$ cat src/rtl/ctrl_decode_monitor.sv
// ctrl_decode_monitor: passive checker of RV32 controller outputs against opcode-derived expectations
module ctrl_decode_monitor #(
    parameter int         LATENCY    = 1,
    parameter int         CNT_W      = 16,
    parameter logic [6:0] CHECK_MASK = 7'h7F
) (
    input  logic             clk,
    input  logic             reset_n,
    input  logic             instr_valid,
    input  logic [31:0]      instruction,
    input  logic             reg_wr,
    input  logic             sel_A,
    input  logic             sel_B,
    input  logic             rd_en,
    input  logic             wr_en,
    input  logic [1:0]       wb_sel,
    input  logic             err_clr,
    output logic [CNT_W-1:0] chk_cnt,
    output logic [CNT_W-1:0] err_cnt,
    output logic [CNT_W-1:0] illegal_cnt,
    output logic             err_sticky,
    output logic [31:0]      first_err_instr,
    output logic [5:0]       first_err_vec
);
    // exp packs {wb_sel[1:0], wr_en, rd_en, sel_B, sel_A, reg_wr}; care has one bit per field
    typedef struct packed {
        logic        chk;
        logic        ill;
        logic [6:0]  exp;
        logic [5:0]  care;
        logic [31:0] instr;
    } slot_t;

    typedef enum logic {IDLE_OK, ERR_HELD} state_t;

    state_t     state, state_nx;
    slot_t      cur, cmp;
    logic [6:0] cls;
    logic [6:0] act;
    logic [5:0] diff;
    logic       mismatch;

    function automatic logic [CNT_W-1:0] bump(input logic [CNT_W-1:0] v, input logic inc);
        return v + CNT_W'(inc && !(&v));
    endfunction

    // decode the presented instruction into its class and expected controller vector
    always_comb begin
        cls       = '0;
        cur       = '0;
        cur.care  = 6'h3F;
        cur.instr = instruction;
        case (instruction[6:0])
            7'b0110011: begin cls[0] = 1'b1; cur.exp = 7'b0000011; end
            7'b0010011: begin cls[1] = 1'b1; cur.exp = 7'b0000111; end
            7'b0000011: begin cls[2] = 1'b1; cur.exp = 7'b0101111; end
            7'b0100011: begin cls[3] = 1'b1; cur.exp = 7'b0010110; cur.care = 6'b011111; end
            7'b1100011: begin cls[4] = 1'b1; cur.exp = 7'b0000100; cur.care = 6'b011111; end
            7'b0110111: begin cls[5] = 1'b1; cur.exp = 7'b0000101; cur.care = 6'b111101; end
            7'b1101111: begin cls[6] = 1'b1; cur.exp = 7'b1000101; end
            default:    cls = '0;
        endcase
        cur.chk = instr_valid && |(cls & CHECK_MASK);
        cur.ill = instr_valid && cls == '0;
    end

    generate
        if (LATENCY == 0) begin : g_direct
            assign cmp = cur;
        end else begin : g_pipe
            slot_t pipe [LATENCY];
            // delay line: one slot per cycle, bubbles travel as empty slots, reset drops everything in flight
            always_ff @(posedge clk) begin
                if (!reset_n) begin
                    for (int i = 0; i < LATENCY; i++) pipe[i] <= '0;
                end else begin
                    pipe[0] <= cur;
                    for (int i = 1; i < LATENCY; i++) pipe[i] <= pipe[i-1];
                end
            end
            assign cmp = pipe[LATENCY-1];
        end
    endgenerate

    assign act        = {wb_sel, wr_en, rd_en, sel_B, sel_A, reg_wr};
    assign diff       = {act[6:5] != cmp.exp[6:5], act[4:0] ^ cmp.exp[4:0]} & cmp.care;
    assign mismatch   = cmp.chk && |diff;
    assign err_sticky = state == ERR_HELD;

    // sticky-error state register
    always_ff @(posedge clk) begin
        state <= !reset_n ? IDLE_OK : state_nx;
    end

    // a mismatch always wins over a coincident clear
    always_comb begin
        state_nx = mismatch ? ERR_HELD : err_clr ? IDLE_OK : state;
    end

    // saturating statistics; a clear zeroes first so the same-cycle compare still counts
    always_ff @(posedge clk) begin
        if (!reset_n) begin
            chk_cnt     <= '0;
            err_cnt     <= '0;
            illegal_cnt <= '0;
        end else begin
            chk_cnt     <= bump(err_clr ? '0 : chk_cnt, cmp.chk);
            err_cnt     <= bump(err_clr ? '0 : err_cnt, mismatch);
            illegal_cnt <= bump(err_clr ? '0 : illegal_cnt, cmp.ill);
        end
    end

    // capture the first failing instruction and its failing fields
    always_ff @(posedge clk) begin
        if (!reset_n) begin
            first_err_instr <= '0;
            first_err_vec   <= '0;
        end else if (mismatch && (!err_sticky || err_clr)) begin
            first_err_instr <= cmp.instr;
            first_err_vec   <= diff;
        end else if (err_clr) begin
            first_err_instr <= '0;
            first_err_vec   <= '0;
        end
    end
endmodule
$ cat config.mk
export PLATFORM = sky130hd
export DESIGN_NAME = ctrl_decode_monitor
export DESIGN_NICKNAME = d
export VERILOG_FILES = /design/src/rtl/ctrl_decode_monitor.sv
export SDC_FILE = /design/constraint.sdc
export NUM_CORES = 1
export LEC_CHECK = 0
export ABC_AREA = 1
export BUFFER_PORTS_ARGS = -buffer_cell sky130_fd_sc_hd__buf_2
export CAP_MARGIN = 0
export CORE_MARGIN = 3
export CORE_UTILIZATION = 54
export CTS_CLUSTER_DIAMETER = 100
export CTS_CLUSTER_SIZE = 8
export DETAILED_ROUTE_END_ITERATION = 7
export PLACE_DENSITY = 0.83
export SLEW_MARGIN = 20
export SYNTH_ARGS = -nofsm -noshare
export SYNTH_HDL_FRONTEND = slang
export SYNTH_SLANG_ARGS = --single-unit
$ cat constraint.sdc
create_clock -name clk -period 3.2 [get_ports clk]
set_input_delay 0.8 -clock clk [delete_from_list [all_inputs] [get_ports clk]]
set_output_delay 0.8 -clock clk [all_outputs]
set_load 0.01 [all_outputs]
==> results.md, run 1 <==
- Routed vias: 5123
- # hold bufs at CTS: 0
- GRT Residual Overflow: 0
- Mapped Avg Cell Area: 7.45 sq um
- Worst slew margin: 31.3%
- Post-CTS resize count: 0
- Most frequent cells in the layout: dfxtp_1 (130), buf_2 (129), nand2_1 (126)
- Slew Viols, Final: 0
- Data arrival time of the worst path: 2900 ps
- CTS tree: done
- R2R setup slack: 830 ps
- Setup_tns: 0 ps
- Final core utilization: 69.5%
- WHS Endpoint: g_pipe.pipe[0][18]
- Worst-Margin Slew: 1030 ps
- Max Fclk: 394 MHz
- #FFs+latches synth: 130
- Leakage Power: 3.24 nW
- R2R cell count: 16
- Share of cells above drive strength 1: 22.6%
- GP Congestion: 0.851
- Post-DP HPWL: 8690 um
- Die height: 107 um
- Max Clock Skew: 11.0 ps
- Synthesis-to-finish area growth: 24.3%
- Yosys cell types: 34
- H-tree Lvls: 4
- Area share of the largest cell type after synthesis: 47.1%
- Max stage delay on crit path: 200 ps
- Cts bufs inserted: 17
- Drt wl/cell: 13.1 um
- Commonest non-fill, non-tap cell in the layout: dfxtp_1
- Hold Crit Class: primary input to flip-flop
- DRC Markers: 0
- FP Rows: 36
- Syn Nets: 790
- Status: finished clean
- Die area: 11500 sq um
- Cell area after synthesis: 5520 sq um
- Initial Utilization: 56.0%
- Setup crit end kind: flip-flop
- Final setup violating endpoints: 0
- Crit path kind: primary input to flip-flop
- Clock Tree Root: clkbuf_8
- Most used cell along the critical path: nor2_1
- Synth area leaders: dfxtp_1 (47%), nand2_1 (8.6%), inv_1 (7.5%)
- Clock latency on the worst-skew pair: 510 ps
- Register share of total power: 42.4%
- Hold Path Cell Cnt: 3
- Initial antenna violation count: 0
- Critical path origin: err_clr
- Vias/cell: 5.09
- Clock sink total: 130
- Max_cap viols: 0
- Yosys warns: 0
- Min cycle time layout: 2540 ps
- Combinational Power Share: 3.9%
- CP startpoint kind: primary input
- RSZ-0062 raised after global routing: no
- Initial DRT Pass Iterations: 5
- Final wirelength: 13200 um
- Vias in the first global route: 4662
- Clk buf depth: 2
- Clock share of power: 53.7%
- N_diodes: 0
- Largest net degree at the start of global routing: 73
- Worst path required time: 3560 ps
- GRT Util Overall: 23.3%
- IR drop worst, VDD: 380 uV
- Core ar.: 9860 sq um
- Top Ports: 130
- Final hold violation count: 0
- Global-route wire length before repair: 21500 um
- Pint: 3.05 mW
- CP Max Fanout: 26
- Fillers: 815
- Setup bufs post-CTS: 0
- Cells along the critical path: buf_2 -> inv_6 -> nand2_1 -> nor2_1 -> nand2_1 -> nor2_1 -> nand4_1 -> nor3_1 -> a21boi_0 -> ha_1 -> ha_1 -> nand2_1 -> nor2_2 -> nand2_2 -> nor2_1 -> nor2_1 -> nor3_1
- CP max stage cell: ha_1
- Worst-path clk slew: 60 ps
- Largest area contributor in the synthesized netlist: dfxtp_1
- Die Width: 107 um
- Cells after synthesis: 741
- Final ANT Viol Nets: 0
- Final period util: 79.3%
- DR iter-0 viols: 246
- Critical R2R Launch: g_pipe.pipe[0][41]
- Net count, final: 910
- Sequential area share after synthesis: 47.1%
- Pwr/cell area: 569 nW/um^2
- P_sw: 853 uW
- Hold Crit Start: instruction[18]
- Tot Pwr: 3.90 mW
- Reg2reg end: err_cnt[15]
- Switching fraction of total power: 21.9%
- Buffers on Ports: 129
## power groups by stage
stage	logic, mW	registers [mW]	clock network [mW]
5_1_grt	0.172	1.66	2.19
3_5_place_dp	0.152	1.69	0
2_1_floorplan	0.0980	1.69	0
4_1_cts	0.153	1.65	2.11
3_3_place_gp	0.149	1.69	0
6_report	0.153	1.65	2.09
## final cells by class
class | instances | area, sq um | share of cell area (%)
flip-flops and latches | 130 | 2600 | 37.9
multi-input cells | 458 | 2280 | 33.3
repair buffers | 141 | 736 | 10.7
inverters | 113 | 429 | 6.26
clock buffers | 17 | 414 | 6.04
clock inverters | 14 | 229 | 3.34
well taps | 133 | 166 | 2.43
## worst max path at each step
stage                            endpoint  slack [ps]
after floorplan           illegal_cnt[13]         370
after CTS                     chk_cnt[14]         690
after global placement        chk_cnt[14]         290
after global routing          chk_cnt[14]         380
final                         chk_cnt[14]         660
after detailed placement      chk_cnt[14]         170
## stage by stage
| step | instance area, sq um | setup slack (ps) | std cells | hold WS [ps] |
|---|---|---|---|---|
| floorplan | 5520 | 372 | 741 | 457 |
| global placement | 6220 | 285 | 975 | 465 |
| detailed placement | 6220 | 174 | 975 | 471 |
| CTS | 6860 | 695 | 1006 | 440 |
| global route | 6860 | 382 | 1006 | 447 |
| finish | 6860 | 663 | 1006 | 464 |
## worst max-delay path, delay by kind of cell
kind,cells,cell delay [ps]
and+or+nand+nor,12,1260
buffers and inverters,2,310
adders and majority gates,2,400
AOI/OAI and AO/OA,1,110
## Yosys cell counts
cell type  instances
a41oi_1            2
and3_1             2
a21boi_0           3
nor3_1            12
inv_6              1
inv_2              2
a211oi_1           3
nand4_2            1
nor2_4             5
ha_1               6
xnor2_1            2
o21ai_0           27
inv_1            110
or2_0              1
a21oi_1           71
xor2_1             4
buf_2             11
nand4_1           48
buf_8              1
o21ai_1            2
nand2_4            2
nand2_2            5
nand3_1           54
nand3_2            2
buf_4              4
nor2_2             6
clkbuf_1          20
o31ai_1            1
nor2_1            72
buf_1              2
buf_6              2
dfxtp_1          130
nor3b_2            1
nand2_1          126
## routing by layer
metal | vias to the layer above | wire length, um | track usage [%]
met1 | 2289 | 5840 | 28.9
met4 | 0 | 271 | 8.04
li1 | 2639 | - | -
met5 | - | 0 | 0
met2 | 174 | 6360 | 39.0
met3 | 21 | 731 | 6.38
## flip-flops by register name, summed over array words and instances (netlist names)
signal and cells:
err_cnt 16, first_err_instr 32, illegal_cnt 16, g_pipe.pipe 43
chk_cnt 16, first_err_vec 6, err_sticky 1
## cells by family (layout without fill, tap and decap cells)
group | after synthesis | count (layout) | synth area share (%)
xor gates and xnor gates | 6 | 6 | 0.952
buffers and inverters | 153 | 285 | 11.5
and+or+nand+nor | 337 | 337 | 28.7
adders and majority gates | 6 | 6 | 1.36
AOI/OAI and AO/OA | 109 | 109 | 10.3
DFF | 130 | 130 | 47.1
Power figures use the tool's default switching activity.
==> run 2, diff against run 1 <==
==> constraint.sdc (replaced) <==
create_clock -name clk -period 2.5 [get_ports clk]
set_input_delay 0.625 -clock clk [delete_from_list [all_inputs] [get_ports clk]]
set_output_delay 0.625 -clock clk [all_outputs]
set_load 0.01 [all_outputs]
==> run 2 against run 1 <==
  * Via count rose by 8.5%
  * Sequential power rose by 28%
  * Global-route usage rose by 2.4 points
  * Register-to-register slack got worse by 630 ps
  * Clock-buffer cell count rose by 1
  * Die area did not move
  * Routed wire length rose by 12%
  * Worst setup slack got worse by 460 ps
  * Cell area rose by 5.6%
  * Clock skew rose by 2.1 ps
  * Power rose by 20%
  * Critical endpoint is now err_cnt[15]
  * Largest power group unchanged
==> results.md, run 2 (synthesis results as in run 1) <==
- FP Rows: 36 (unchanged)
- Worst-path clk slew: 60 ps (about the same)
- Buffers on Ports: 129 (unchanged)
- Most frequent cells in the layout: dfxtp_1 (130), buf_2 (129), nand2_1 (121)
- Fin worst setup slack: 199 ps (-464 ps)
- GRT Util Overall: 25.7% (+2.4 points)
- Worst path required time: 2940 ps (-620 ps)
- R2R setup slack: 200 ps (-630 ps)
- Top Ports: 130 (unchanged)
- Post-CTS resize count: 0 (unchanged)
- Worst slew margin: 66.8% (+36 points)
- Min cycle time layout: 2300 ps
- Worst-Margin Slew: 497 ps (-532 ps)
- Status: finished clean
- Final hold violation count: 0 (unchanged)
- Hold Crit Start: instruction[24]
- Clk buf depth: 2 (unchanged)
- Cells along the critical path: inv_1 -> nand2_1 -> nand3_1 -> nand2_1 -> nor2_1 -> nand2_1 -> nand2_1 -> a41oi_2 -> ha_2 -> nand2_1 -> nor2_4 -> nand4_4 -> nor2_4 -> nand2_1 -> or2_0 -> a21oi_1
- Max_cap viols: 0 (unchanged)
- Vias in the first global route: 5236 (+12%)
- Fillers: 769 (-5.6%)
- H-tree Lvls: 4 (unchanged)
- Setup crit end kind: flip-flop
- Final wirelength: 14700 um (+12%)
- Final ANT Viol Nets: 0 (unchanged)
- Max Fclk: 435 MHz
- Data arrival time of the worst path: 2740 ps (-160 ps)
- Hold Path Cell Cnt: 3 (unchanged)
- Hold Crit Class: primary input to flip-flop
- DRC Markers: 0 (unchanged)
- Leakage Power: 3.44 nW (+5.9%)
- Die Width: 107 um (unchanged)
- Die area: 11500 sq um (unchanged)
- Share of cells above drive strength 1: 27.8% (+5.3 points)
- Initial DRT Pass Iterations: 5 (unchanged)
- Vias/cell: 5.28 (+3.7%)
- Setup bufs post-CTS: 0 (unchanged)
- Clock sink total: 130 (unchanged)
- DR iter-0 viols: 328 (+33%)
- R2R cell count: 16 (unchanged)
- Initial Utilization: 56.0% (unchanged)
- Initial antenna violation count: 0 (unchanged)
- Max stage delay on crit path: 360 ps (+160 ps)
- # hold bufs at CTS: 0 (unchanged)
- Reg2reg end: err_cnt[15]
- CP startpoint kind: flip-flop
- Crit path kind: flip-flop to flip-flop
- N_diodes: 0 (unchanged)
- Global-route wire length before repair: 23900 um (+11%)
- Final period util: 92.1%
- Net count, final: 956 (+5.1%)
- Drt wl/cell: 14.0 um (+6.7%)
- Post-DP HPWL: 9840 um (+13%)
- CP max stage cell: dfxtp_1
- CTS tree: done
- Largest net degree at the start of global routing: 40 (-45%)
- Setup_tns: 0 ps (unchanged)
- Cts bufs inserted: 17 (unchanged)
- Critical R2R Launch: g_pipe.pipe[0][41]
- Worst hold slack: 283 ps (-181 ps)
- RSZ-0062 raised after global routing: no
- Clock latency on the worst-skew pair: 520 ps (about the same)
- CP Max Fanout: 4 (-85%)
- WHS Endpoint: g_pipe.pipe[0][24]
- Clock Tree Root: clkbuf_8
- Reg with most FFs: g_pipe.pipe
- IR drop worst, VDD: 408 uV (+7.3%)
- Slew Viols, Final: 0 (unchanged)
- Core ar.: 9860 sq um (unchanged)
- GRT Residual Overflow: 0 (unchanged)
- Final setup violating endpoints: 0 (unchanged)
- Pwr/cell area: 649 nW/um^2 (+14%)
- Most used cell along the critical path: nand2_1
- Routed vias: 5559 (+8.5%)
- Max Clock Skew: 13.1 ps (+2.11 ps)
- Die height: 107 um (unchanged)
- Max reg flops: 43 (unchanged)
- Pre-CTS setup slack: -176 ps (-351 ps)
- Tot Pwr: 4.70 mW (+20%)
- GP Congestion: 0.871 (+2.3%)
- Synthesis-to-finish area growth: 31.2%
- Commonest non-fill, non-tap cell in the layout: dfxtp_1
- Largest registers: g_pipe.pipe: 43 flops, first_err_instr: 32 flops
## run 2: cell count changes in the layout (fill, tap and decap cells not counted), moves of 3 or more
cell	change
buf_12	+4
buf_4	+42
bufinv_16	-4
clkinv_4	-3
clkinvlp_4	+3
ha_1	-4
ha_2	+4
nand2_1	-5
nand2_2	+4
## run 2: final cells by class
cell class / instances / area [sq um] / area share [%]
clock buffers: 18 / 418 / 5.77
clock inverters: 14 / 145 / 2.00
inverters: 113 / 429 / 5.93
multi-input cells: 458 / 2350 / 32.4
flip-flops and latches: 130 / 2600 / 35.9
well taps: 133 / 166 / 2.30
repair buffers: 187 / 1130 / 15.6
## run 2: stage by stage
stage               instances  utilization [%]  instance area [sq um]
finish                   1053             73.4                   7240
global route             1053             73.4                   7240
CTS                      1053             73.2                   7220
detailed placement       1021             67.5                   6660
global placement         1021             67.5                   6660
floorplan                 741                -                   5580
## run 2: worst max path at each step
stage,startpoint,endpoint,slack (ps),cells after the start
floorplan,err_clr,illegal_cnt[13],-70,18
finish,g_pipe.pipe[0][41],err_cnt[15],200,16
CTS,g_pipe.pipe[0][41],err_cnt[15],180,16
detailed placement,err_clr,chk_cnt[13],-180,20
global route,g_pipe.pipe[0][41],err_cnt[12],3,15
global placement,err_clr,illegal_cnt[13],-110,17
## run 2: critical path: cells and delay by family, from the launching register on
kind            cells  cell delay (ps)
flops               1              360
simple gates       12             1290
fa+ha+maj           1              210
compound gates      2              290
buf+inv             1               70
## run 2: metal layers
layer | GRT usage, % | part of all wire [%] | up-vias
li1 | - | - | 2728
met1 | 31.5 | 41 | 2565
met2 | 43.9 | 50 | 234
met3 | 6.14 | 6.7 | 32
met4 | 9.13 | 1.9 | 0
met5 | 0 | 0 | -
## run 2: report_power, final
part	internal [mW]	switching, mW
clock network	1.35	1.00
logic	0.0835	0.145
registers	2.11	0.0112
total	3.54	1.16
